$ cat src/rtl/uart_tx.sv
// UART transmitter: start bit, DATA_WIDTH bits LSB first, optional parity, one stop bit.
// Bit timing comes from a clk-domain cycle counter; ready/valid handshake, done pulses at frame end.
module uart_tx #(
  parameter int CLK_FREQ   = 50000000,
  parameter int BAUDRATE   = 9600,
  parameter int DATA_WIDTH = 8,
  parameter int PARITY     = 0
) (
  input  logic                  clk,
  input  logic                  reset_n,
  input  logic [DATA_WIDTH-1:0] send_data,
  input  logic                  valid,
  output logic                  ready,
  output logic                  line,
  output logic                  done
);

  localparam int BIT_CYCLES = CLK_FREQ / BAUDRATE;
  localparam int CW = (BIT_CYCLES > 2) ? $clog2(BIT_CYCLES) : 1;
  localparam logic [CW-1:0] CNT_LAST = CW'(BIT_CYCLES - 1);
  localparam logic [3:0]    BIT_LAST = 4'(DATA_WIDTH - 1);

  typedef enum logic [2:0] {
    ST_IDLE,
    ST_START,
    ST_DATA,
    ST_PARITY,
    ST_STOP
  } state_t;

  state_t                state_q, state_d;
  logic [CW-1:0]         cnt_q, cnt_d;
  logic [3:0]            bit_q, bit_d;
  logic [DATA_WIDTH-1:0] shift_q, shift_d;
  logic                  par_q, par_d;
  logic                  line_q, line_d;
  logic                  ready_q, ready_d;
  logic                  done_q, done_d;
  logic                  bit_end;

  assign bit_end = (cnt_q == CNT_LAST);

  // line_d is the level for the next cycle, so line changes on the same edge as the state.
  always_comb begin
    state_d = state_q;
    cnt_d   = cnt_q;
    bit_d   = bit_q;
    shift_d = shift_q;
    par_d   = par_q;
    line_d  = line_q;
    ready_d = ready_q;
    done_d  = 1'b0;

    if (state_q != ST_IDLE) begin
      cnt_d = bit_end ? '0 : cnt_q + 1'b1;
    end

    case (state_q)
      ST_IDLE: begin
        line_d  = 1'b1;
        ready_d = 1'b1;
        if (valid && ready_q) begin
          shift_d = send_data;
          par_d   = (^send_data) ^ (PARITY == 2);
          state_d = ST_START;
          cnt_d   = '0;
          bit_d   = '0;
          line_d  = 1'b0;
          ready_d = 1'b0;
        end
      end
      ST_START: begin
        if (bit_end) begin
          state_d = ST_DATA;
          line_d  = shift_q[0];
        end
      end
      ST_DATA: begin
        if (bit_end) begin
          if (bit_q == BIT_LAST) begin
            if (PARITY != 0) begin
              state_d = ST_PARITY;
              line_d  = par_q;
            end else begin
              state_d = ST_STOP;
              line_d  = 1'b1;
            end
          end else begin
            bit_d   = bit_q + 4'd1;
            shift_d = shift_q >> 1;
            line_d  = shift_d[0];
          end
        end
      end
      ST_PARITY: begin
        if (bit_end) begin
          state_d = ST_STOP;
          line_d  = 1'b1;
        end
      end
      ST_STOP: begin
        if (bit_end) begin
          state_d = ST_IDLE;
          line_d  = 1'b1;
          ready_d = 1'b1;
          done_d  = 1'b1;
        end
      end
      default: begin
        state_d = ST_IDLE;
        line_d  = 1'b1;
        ready_d = 1'b1;
      end
    endcase
  end

  always_ff @(posedge clk or negedge reset_n) begin
    if (!reset_n) begin
      state_q <= ST_IDLE;
      cnt_q   <= '0;
      bit_q   <= '0;
      shift_q <= '0;
      par_q   <= 1'b0;
      line_q  <= 1'b1;
      ready_q <= 1'b1;
      done_q  <= 1'b0;
    end else begin
      state_q <= state_d;
      cnt_q   <= cnt_d;
      bit_q   <= bit_d;
      shift_q <= shift_d;
      par_q   <= par_d;
      line_q  <= line_d;
      ready_q <= ready_d;
      done_q  <= done_d;
    end
  end

  assign ready = ready_q;
  assign line  = line_q;
  assign done  = done_q;

endmodule

$ cat config.mk
export PLATFORM = sky130hd
export DESIGN_NAME = uart_tx
export DESIGN_NICKNAME = d
export VERILOG_FILES = /design/src/rtl/uart_tx.sv
export SDC_FILE = /design/constraint.sdc
export NUM_CORES = 1
export LEC_CHECK = 0
export CAP_MARGIN = 10
export CORE_ASPECT_RATIO = 1.25
export CORE_MARGIN = 3
export CORE_UTILIZATION = 30
export DETAILED_ROUTE_END_ITERATION = 8
export PLACE_DENSITY_LB_ADDON = 0.05
export RECOVER_POWER = 50
export SYNTH_ARGS = -nofsm -noshare
export SYNTH_HDL_FRONTEND = slang
export SYNTH_SLANG_ARGS = --single-unit
$ cat constraint.sdc
create_clock -name clk -period 2.6 [get_ports clk]
set_input_delay 0.52 -clock clk [delete_from_list [all_inputs] [get_ports clk]]
set_output_delay 0.52 -clock clk [all_outputs]
set_load 0.01 [all_outputs]
**Word-level counts from Yosys, hierarchy flattened**

Cells that the tools add are included.

- Flip-flop bits (word level): 31
- Bits of input ports: 11
- Output and inout port bits: 3
- Logic and storage cells: 62

- $add $sub $neg: 2
- Eq/ne operators: 14
- Muxes and demuxes: 28
- Bitwise operators: 1
- Reduce and logical (&&, ||, !) cells: 10

Operators with widths:

| cell | number |
|---|---|
| 2-to-1 mux 13 bit | 4 |
| 2-to-1 mux 8 bit | 3 |
| 2-to-1 mux 3 bit | 6 |
| one-hot mux 8 bit (2 select lines) | 1 |
| one-hot mux 3 bit (5 select lines) | 1 |
| inequality test 2 bit, second input constant | 7 |
| adder 13 x 1 -> 13 bit, second input constant | 1 |
| == test 13 bit, second input constant | 1 |
| 2-to-1 mux 4 bit | 3 |
| one-hot mux 4 bit (2 select lines) | 1 |
| 2-to-1 mux 1 bit | 7 |
| == test 3 x 2 -> 1 bit, second input constant | 2 |
| AND reduction 6 bit | 1 |
| adder 4 x 1 -> 4 bit, second input constant | 1 |
| == test 4 x 3 -> 1 bit, second input constant | 1 |
| one-hot mux 1 bit (4 select lines) | 1 |
| AND reduction 4 bit | 1 |
| == test 3 x 1 -> 1 bit, second input constant | 1 |
| == test 3 bit, second input constant | 1 |
| logical NOT 3 bit | 1 |
| one-hot mux 1 bit (3 select lines) | 1 |
| AND reduction 3 bit | 1 |
| nonzero test 3 bit | 1 |
| OR reduction 3 bit | 1 |
| other kinds (6) | 6 |

**Longest topological paths before layout**

Gate-level depths: netlist (run 1).

- Depth after elaboration: 5
- Mapped depth: 6
- Depth with buffers taken out: 5

**Least setup slack after synthesis (run 1)**

Ideal clock, no wire load.

- Path type: flip-flop to flip-flop
- Start point: register cnt_q[3]
- End point: register shift_q[0]
- Setup time: 125 ps
- Data arrival time: 1679 ps
- Required time: 2475 ps
- Path slack: 796 ps
- Stages on the path, launching flop included: 6
- Buffers on the path: 1
- Clock period less this slack: 1804 ps
- Cells stage by stage: dfrtp_1 -> buf_6 -> nor4b_2 -> nand3_1 -> o21ai_4 -> mux2_2

- Cells in the longest elaborated chain, start to end: 3

Ends and longest elaborated chain:

| item | line | text |
|---|---|---|
| from (decl) | 32 | `logic [CW-1:0] cnt_q, cnt_d;` |
| from (signal assigned) | 129 | `cnt_q <= cnt_d;` |
| == test 13 bit | 41 | `assign bit_end = (cnt_q == CNT_LAST);` |
| inequality test 2 bit (no source line) | -- |  |
| AND reduction 4 bit (no source line) | -- |  |
| to (signal assigned) | 131 | `shift_q <= shift_d;` |
| to (decl) | 34 | `logic [DATA_WIDTH-1:0] shift_q, shift_d;` |

No other way between the ends.
A chain may end at the register's enable or synchronous reset.

**Final worst setup path (run 1)**

- Start point: register cnt_q[3]
- End point: register bit_q[3]

- Cells in the longest elaborated chain, start to end: 3

Ends and longest elaborated chain:

| item | line | text |
|---|---|---|
| == test 13 bit | 41 |  |
| inequality test 2 bit (no source line) | -- |  |
| AND reduction 4 bit (no source line) | -- |  |
| to (signal assigned) | 130 | `bit_q <= bit_d;` |
| to (decl) | 33 | `logic [3:0] bit_q, bit_d;` |

No other way between the ends.

==> reports/results.ini, run 1 <==
[synthesis]
ys_seq_elements=31
postSynth.asyncResetShare=1.000
synthesis.nets=176
synthCells=163
synth_edf_count=0
ys_types=43
seq_area_frac_synth=0.4680
synthFlopType=dfrtp_1
ys_warn_count=0
synth.avg_cell_area_um2=10.20
syn_area_um2=1663

[global_routing]
grt_max_degree=32
grt_overflow=0
grt_antenna_before_repair=0
grt_pass1_vias=1300
grt_usage=0.1314
grt_pass1_wl_um=6437

[timing]
skew_ps=4.882
timing.final.max_slew_violations=0
setup_viol=0
hold_viol_final=0
worst_pin_slew_ps=825.0
maxSlewHeadroom=0.4500
max_freq_mhz=503.4
final.setup.tns_ps=0
rsz0062_at_grt=no
fin_crit_sh=0.7641
post-route-min-period_ps=1987

[min_path]
whs_endpoint=ready
min_path_type=reg -> reg
worst_hold_startpoint=ready
whs_path_depth=2

[detailed_routing]
drc=0
route.detailed.wl_per_inst_um=15.41
firstDrtPassIters=4
drt_first_iter_violations=102
vias=1336
wl_um=3806
detail-route-antenna-nets=0
viasPerCell=5.409

[clocking]
post-cts-setup-buffer-count=0
ctsHoldBuffers=0
h-tree-depth=2
cts_buffers=5
path_clk_slew_ps=70
cts-resized-gates=0
root_buffer=clkbuf_8
clock_latency_ps=280
cts_tree=built
clockBufferDepth=2
cts_sinks=31

[placement]
globalplace.congestion=0.7332
port_buffers=13
hpwlAfterDp_um=2724

[finish]
drive_gt1_frac=0.2054
area_delta_synth_final_pct=17.91
diodes=0
fin_nets=197

[pwr]
swShare=0.2242
design_power_total_uw=898.1
powerDensity_nw_per_um2=458.1
intPower_uw=696.8
peakVddDrop_mv=0.2270
p_sw_uw=201.3
leakage_nw=0.7720
comb_power_share=0.041
pwr-share-seq=0.546
clockPowerShare=0.412

[critical_path]
reg2regPathDepth=4
timing.rr.start=cnt_q[3]
criticalPathCategory=reg -> reg
rr_endpoint=bit_q[3]
critical_path_arrival_ps=2190
cp.required_ps=2800
crit_path_end_kind=flop
path_max_fanout=8
r2r_slack_ps=610
start_kind=flop

[floorplan]
fp.coreArea_um2=5225
die_area_um2=6478
rows=29
fp.dieW_um=72.59
dieHeight_um=89.24
ios=14
initial_core_util=0.3182

[status]
status=finished clean

[job]
drv.max_cap_violation_count=0

-- sequential cells by signal, indices dropped and copies added, names as in the netlist --
register / cells
cnt_q: 13
shift_q: 8
bit_q: 4
state_q: 3
done: 1
line: 1
ready: 1
-- logic make-up (layout without fill, tap and decap cells) --
kind of cell             after synthesis  count (layout)  synth area share
AND/OR/NAND/NOR                       60              60            0.2115
XOR/XNOR                               1               1          0.005268
flip-flops                            31              31            0.4680
AO/OA/AOI/OAI                         44              44            0.1663
buffers and inverters                  9              31           0.02633
multiplexers                          16              16            0.1076
adder cells (fa/ha/maj)                2               2           0.01505
-- synthesized netlist by cell type (3+ instances only) --
cell	n	area, µm²
dfrtp_1	29	725.7
mux2_2	15	168.9
nand2_1	15	56.30
o21ai_0	14	70.07
a21oi_1	10	50.05
nor2_1	10	37.54
a31oi_1	8	50.05
nand3_1	8	40.04
inv_1	5	18.77
nand2b_1	3	18.77
nor3_1	3	15.01
or3_1	3	18.77
-- worst max-delay path, cell delays in order, from the launching register on --
cell     delay, ps
dfrtp_1        470
nor4b_2        430
nand3_1        300
or4_1          570
a21oi_1        150
-- layout make-up --
cell class	instances	area (µm²)
Inverter	5	18.77
Tap cell	62	77.57
Clock buffer	6	72.57
Fill cell	546	3264
Multi-Input combinational cell	123	835.8
Sequential cell	31	778.2
Clock inverter	2	12.51
Timing Repair Buffer	18	165.2
-- stage by stage --
step / util / cell area, µm² / std cells / setup WS [ps] / hold WS (ps)
after global placement: 0.3604 / 1883 / 239 / 595.3 / 481.8
after CTS: 0.3767 / 1968 / 247 / 602.9 / 495.0
final: 0.3752 / 1961 / 247 / 613.3 / 491.4
after global routing: 0.3752 / 1961 / 247 / 484.1 / 524.6
after floorplan: - / 1663 / 163 / 795.9 / 224.4
after detailed placement: 0.3604 / 1883 / 239 / 617.4 / 485.1
-- layout by cell type (no fill, tap or decap), drive strengths merged, types with 4 or more instances in the layout --
master	count
buf	4
a21oi	10
or3	4
dfrtp	29
clkdlybuf4s50	12
nor2	10
nand2	16
inv	5
o21ai	15
nand3	9
a31oi	8
mux2	15
clkbuf	7
-- metal layers --
metal  track usage  part of all wire  up-vias
met5             0                 0        -
met4       0.04530             0.014        0
met3       0.03150             0.023        6
met2        0.2299              0.50       17
met1        0.1569              0.46      659
li1              -                 -      654
-- power groups by stage --
stage | Clock, mW | Combinational [mW] | Sequential [mW]
2_1_floorplan | 0 | 0.0112 | 0.499
4_1_cts | 0.388 | 0.0397 | 0.490
6_report | 0.370 | 0.0372 | 0.490
5_1_grt | 0.415 | 0.0418 | 0.491
3_3_place_gp | 0 | 0.0384 | 0.500
3_5_place_dp | 0 | 0.0394 | 0.500
-- worst max-delay path by stage --
stage	start	to	depth (start not counted)
finish	cnt_q[3]	bit_q[3]	4
global placement	valid	line	4
detailed placement	valid	line	4
CTS	cnt_q[3]	shift_q[1]	4
global route	cnt_q[0]	bit_q[3]	5
floorplan	cnt_q[3]	shift_q[0]	5
No activity file was read; power rests on OpenSTA's default activity.
==> run 2: changes to the inputs <==
==> constraint.sdc (replaced) <==
create_clock -name clk -period 1.61 [get_ports clk]
set_input_delay 0.322 -clock clk [delete_from_list [all_inputs] [get_ports clk]]
set_output_delay 0.322 -clock clk [all_outputs]
set_load 0.01 [all_outputs]
==> reports/results.ini, run 2 (synthesis gave the netlist of run 1 again) <==
[finish]
drive_gt1_frac=0.4783
finish.instance_area_um2=2587
largest_reg_flops=13
diodes=0
top_register=cnt_q
reg.largest.list=cnt_q (13), shift_q (8), bit_q (4)
final_common_cell=buf_4
fin_nets=242
fin_util=0.4952
area_delta_synth_final_pct=55.61
most-common-layout-cells=buf_4 (38), dfrtp_1 (29), nand2_1 (14)

[global_routing]
busiest_layer=met2
grt_util_met1=0.1715
grt_pass1_wl_um=7652
grt_pass1_vias=1590
met3_usage=0.03262
grt_overflow=0
grt_max_degree=32
grt_use_met2=0.2816
grt_usage=0.1551
grt_antenna_before_repair=0

[clocking]
clockBufferDepth=2
clock_latency_ps=280
h-tree-depth=2
ctsHoldBuffers=0
cts_tree=built
path_clk_slew_ps=70
cts_buffers=5
root_buffer=clkbuf_8
cts_sinks=31

[critical_path]
r2r_slack_ps=-100
cp.required_ps=1820
cp-startpoint=cnt_q[11]
path_cells=nor4b_4 > buf_4 > buf_6 > and3_4 > a21o_1 > mux2_4
cpPeakStageDelay_ps=410
critPathCapture=line
critical_path.top_delay_family=simple AND/OR/NAND/NOR gates
critical_path_arrival_ps=1920
worst_path_max_delay_cell=dfrtp_1
timing.rr.start=cnt_q[11]
crit_path_end_kind=flop
criticalPathCategory=reg -> reg
start_kind=flop
path_max_fanout=4
worstSetupPathDepth=6
rr_endpoint=line
path_buf_inv=2
reg2regPathDepth=6

[detailed_routing]
drt_first_iter_violations=63
wl_um=4638
viasPerCell=5.209
vias=1521
route.detailed.wl_per_inst_um=15.88
drc=0
firstDrtPassIters=4
detail-route-antenna-nets=0

[floorplan]
die_area_um2=6478
initial_core_util=0.3182
ios=14
fp.coreArea_um2=5225
rows=29
dieHeight_um=89.24
fp.dieW_um=72.59

[pwr]
powerDensity_nw_per_um2=594.2
leakage_nw=1.081
peakVddDrop_mv=0.3846

[timing]
rsz0062_at_grt=yes
hold_viol_final=0
timing.final.max_slew_violations=0
fin_crit_sh=1.062
post-route-min-period_ps=1709
skew_ps=3.767
max_freq_mhz=585.0
setup_viol=16
worst_pin_slew_ps=810.7
fin_ws_ps=-99.30
maxSlewHeadroom=0.4595

[min_path]
min_path_type=reg -> reg

[job]
drv.max_cap_violation_count=0

[placement]
hpwlAfterDp_um=3292
globalplace.congestion=0.8569
dpl-instance-area_um2=2216
port_buffers=13

[status]
status=complete, but fails checks
violations=setup timing

[run 2: changes by cell type in the layout (fill, tap and decap cells not counted), sizes merged]
cell           delta
dlygate4sd2       +2
clkdlybuf4s50     -2
buf              +45
clkbuf            +2
clkinv            -1
clkinvlp          -1
[run 2: layout make-up]
type	instances	area, µm²
clock buffers	8	100.1
fillers	482	2638
inverters	5	18.77
multi-input cells	123	1054
flip-flops and latches	31	778.2
well taps	62	77.57
repair buffers	63	559.3
[run 2: tightest hold or removal path, stage by stage, from the launching register on]
cell and delay, ps:
dfstp_2 390, inv_1 50, a21oi_1 50
[run 2: stage by stage]
stage / TNS (ps) / total power [mW] / setup slack (ps) / hold slack (ps) / instances
after detailed placement: -1146 / 0.8758 / -140.0 / 479.5 / 277
after CTS: -1204 / 1.573 / -112.7 / 408.8 / 292
after global placement: -828.3 / 0.8727 / -85.00 / 475.2 / 277
after global routing: -2417 / 1.609 / -179.0 / 533.1 / 292
final: -921.6 / 1.538 / -99.30 / 494.6 / 292
after floorplan: -1313 / 0.8237 / -161.4 / 26.41 / 163
[run 2: how the worst min path moves through the flow]
stage	end	cells after the start	slack [ps]	startpoint
after floorplan	bit_q[0]	0	30	reset_n
after global placement	ready	2	480	ready
after detailed placement	ready	2	480	ready
after CTS	cnt_q[10]	2	410	reset_n
after global routing	ready	2	530	ready
final	ready	2	490	ready
[run 2: power breakdown]
group	total (mW)	switching (mW)	internal, mW
Clock	0.677	0.287	0.390
Combinational	0.0669	0.0262	0.0407
Sequential	0.793	0.00529	0.788
[run 2: what timing repair did]
item,CTS,global route
gates resized for setup,28,28
buffers inserted,7,1
setup endpoints to repair,20,28
pin swaps,15,14
[run 2: layer usage]
metal  wire [µm]  part of all wire
met5           0                 0
met2        2523              0.54
met1        1921              0.41
met4          70             0.015
met3         122             0.026
==> run 3: changes to the inputs <==
--- a/config.mk
+++ b/config.mk
@@ -7,7 +7,6 @@
 export LEC_CHECK = 0
 export CAP_MARGIN = 10
 export CORE_ASPECT_RATIO = 1.25
-export CORE_MARGIN = 3
 export CORE_UTILIZATION = 30
 export DETAILED_ROUTE_END_ITERATION = 8
 export PLACE_DENSITY_LB_ADDON = 0.05
==> reports/results.ini, run 3 (synthesis gave the netlist of run 1 again) <==
[status]
status=complete, but fails checks
violations=setup timing

[timing]
max_freq_mhz=584.9
hold_viol_final=0
post-route-min-period_ps=1710
setup_viol=11
final.setup.tns_ps=-896.8
skew_ps=11.17
timing.final.max_slew_violations=0
maxSlewHeadroom=0.4507
worst_pin_slew_ps=824.0
fin_crit_sh=1.062
hold_slack_ps=504.3
rsz0062_at_grt=yes
fin_ws_ps=-99.77

[detailed_routing]
vias=1520
detail-route-antenna-nets=0
wl_um=4716
drc=0
route.detailed.wl_per_inst_um=16.04
drt_first_iter_violations=47
firstDrtPassIters=4
viasPerCell=5.170

[pwr]
powerDensity_nw_per_um2=567.3
peakVddDrop_mv=0.3999
design_power_total_mw=1.451
leakage_nw=1.081

[clocking]
root_buffer=clkbuf_8
h-tree-depth=2
clockBufferDepth=2
cts_sinks=31
ctsHoldBuffers=0
clock_latency_ps=280
cts_buffers=5
path_clk_slew_ps=70
cts_tree=built

[min_path]
min_path_type=reg -> reg
whs_endpoint=ready
worst_hold_startpoint=ready
whs_path_depth=2

[floorplan]
initial_core_util=0.3205
rows=29
die_area_um2=5847
fp.coreArea_um2=5189
ios=14
fp.dieW_um=68.59
dieHeight_um=85.24

[global_routing]
grt_antenna_before_repair=0
grt_pass1_wl_um=7838
grt_pass1_vias=1643
grt_max_degree=32
grt_usage=0.1845
grt_overflow=0

[critical_path]
path_max_fanout=8
path_cells=ha_2 > and4_4 > nand3_2 > o21ai_4 > buf_12 > mux2_4
rr_endpoint=shift_q[0]
cpPeakStageDelay_ps=360
cp.required_ps=1770
critical_path.top_delay_family=simple AND/OR/NAND/NOR gates
critical_path_arrival_ps=1870
crit_path_end_kind=flop
path_buf_inv=1
criticalPathCategory=reg -> reg
start_kind=flop
r2r_slack_ps=-100
timing.rr.start=cnt_q[0]
worst_path_max_delay_cell=dfrtp_1
reg2regPathDepth=6

[finish]
most-common-layout-cells=buf_4 (42), dfrtp_1 (29), nand2_1 (13)
area_delta_synth_final_pct=53.80
top_register=cnt_q
fin_util=0.4929
drive_gt1_frac=0.4828
diodes=0
final_common_cell=buf_4
reg.largest.list=cnt_q (13), shift_q (8), bit_q (4)
fin_nets=244
largest_reg_flops=13

[placement]
hpwlAfterDp_um=3255
port_buffers=13
globalplace.congestion=0.8316

[job]
drv.max_cap_violation_count=0

[run 3: power by group]
group	leakage [nW]	switching [mW]	internal (mW)
clock network	0.0477	0.295	0.295
registers	0.363	0.00501	0.788
logic	0.670	0.0268	0.0409
total	1.08	0.327	1.12
[run 3: metal layers]
layer	vias up	wire length, µm	global-route usage
li1	742	-	-
met1	753	1903	0.1985
met2	19	2625	0.3316
met3	6	112	0.04839
met4	0	74	0.06818
met5	-	0	0
[run 3: final cells by class]
class,count,area (µm²)
fill,497,2631
multi-input combinational,123,1032
sequential,31,778.2
timing repair buffer,65,566.8
tap,62,77.57
clock buffer,5,68.82
inverter,5,18.77
clock inverter,3,15.01
[run 3: worst register-to-register path: stages (launching register included)]
cell	delay, ps
dfrtp_1	360
ha_2	210
and4_4	260
nand3_2	120
o21ai_4	190
buf_12	150
mux2_4	290
[run 3: worst max path at each step]
stage | start | endpoint | slack [ps] | depth (start not counted)
CTS | bit_q[1] | bit_q[3] | -90 | 6
global route | cnt_q[0] | shift_q[0] | -140 | 6
detailed placement | cnt_q[1] | bit_q[3] | -120 | 6
floorplan | state_q[2] | shift_q[0] | -160 | 5
finish | cnt_q[0] | shift_q[0] | -100 | 6
global placement | cnt_q[1] | shift_q[4] | -80 | 5
[run 3: per-stage QoR]
| stage | area [µm²] | worst slack, ps | instances |
|---|---|---|---|
| final | 2557 | -99.77 | 294 |
| after global routing | 2557 | -138.6 | 294 |
| after detailed placement | 2188 | -123.4 | 275 |
| after CTS | 2452 | -87.19 | 289 |
| after floorplan | 1695 | -161.4 | 163 |
| after global placement | 2188 | -77.18 | 275 |
[run 3: timing repair]
item                                    in CTS  in global routing
buffers inserted                             6                  5
endpoints found under the setup margin      24                 27
pin swaps                                   13                 16
resized for setup                           28                 23
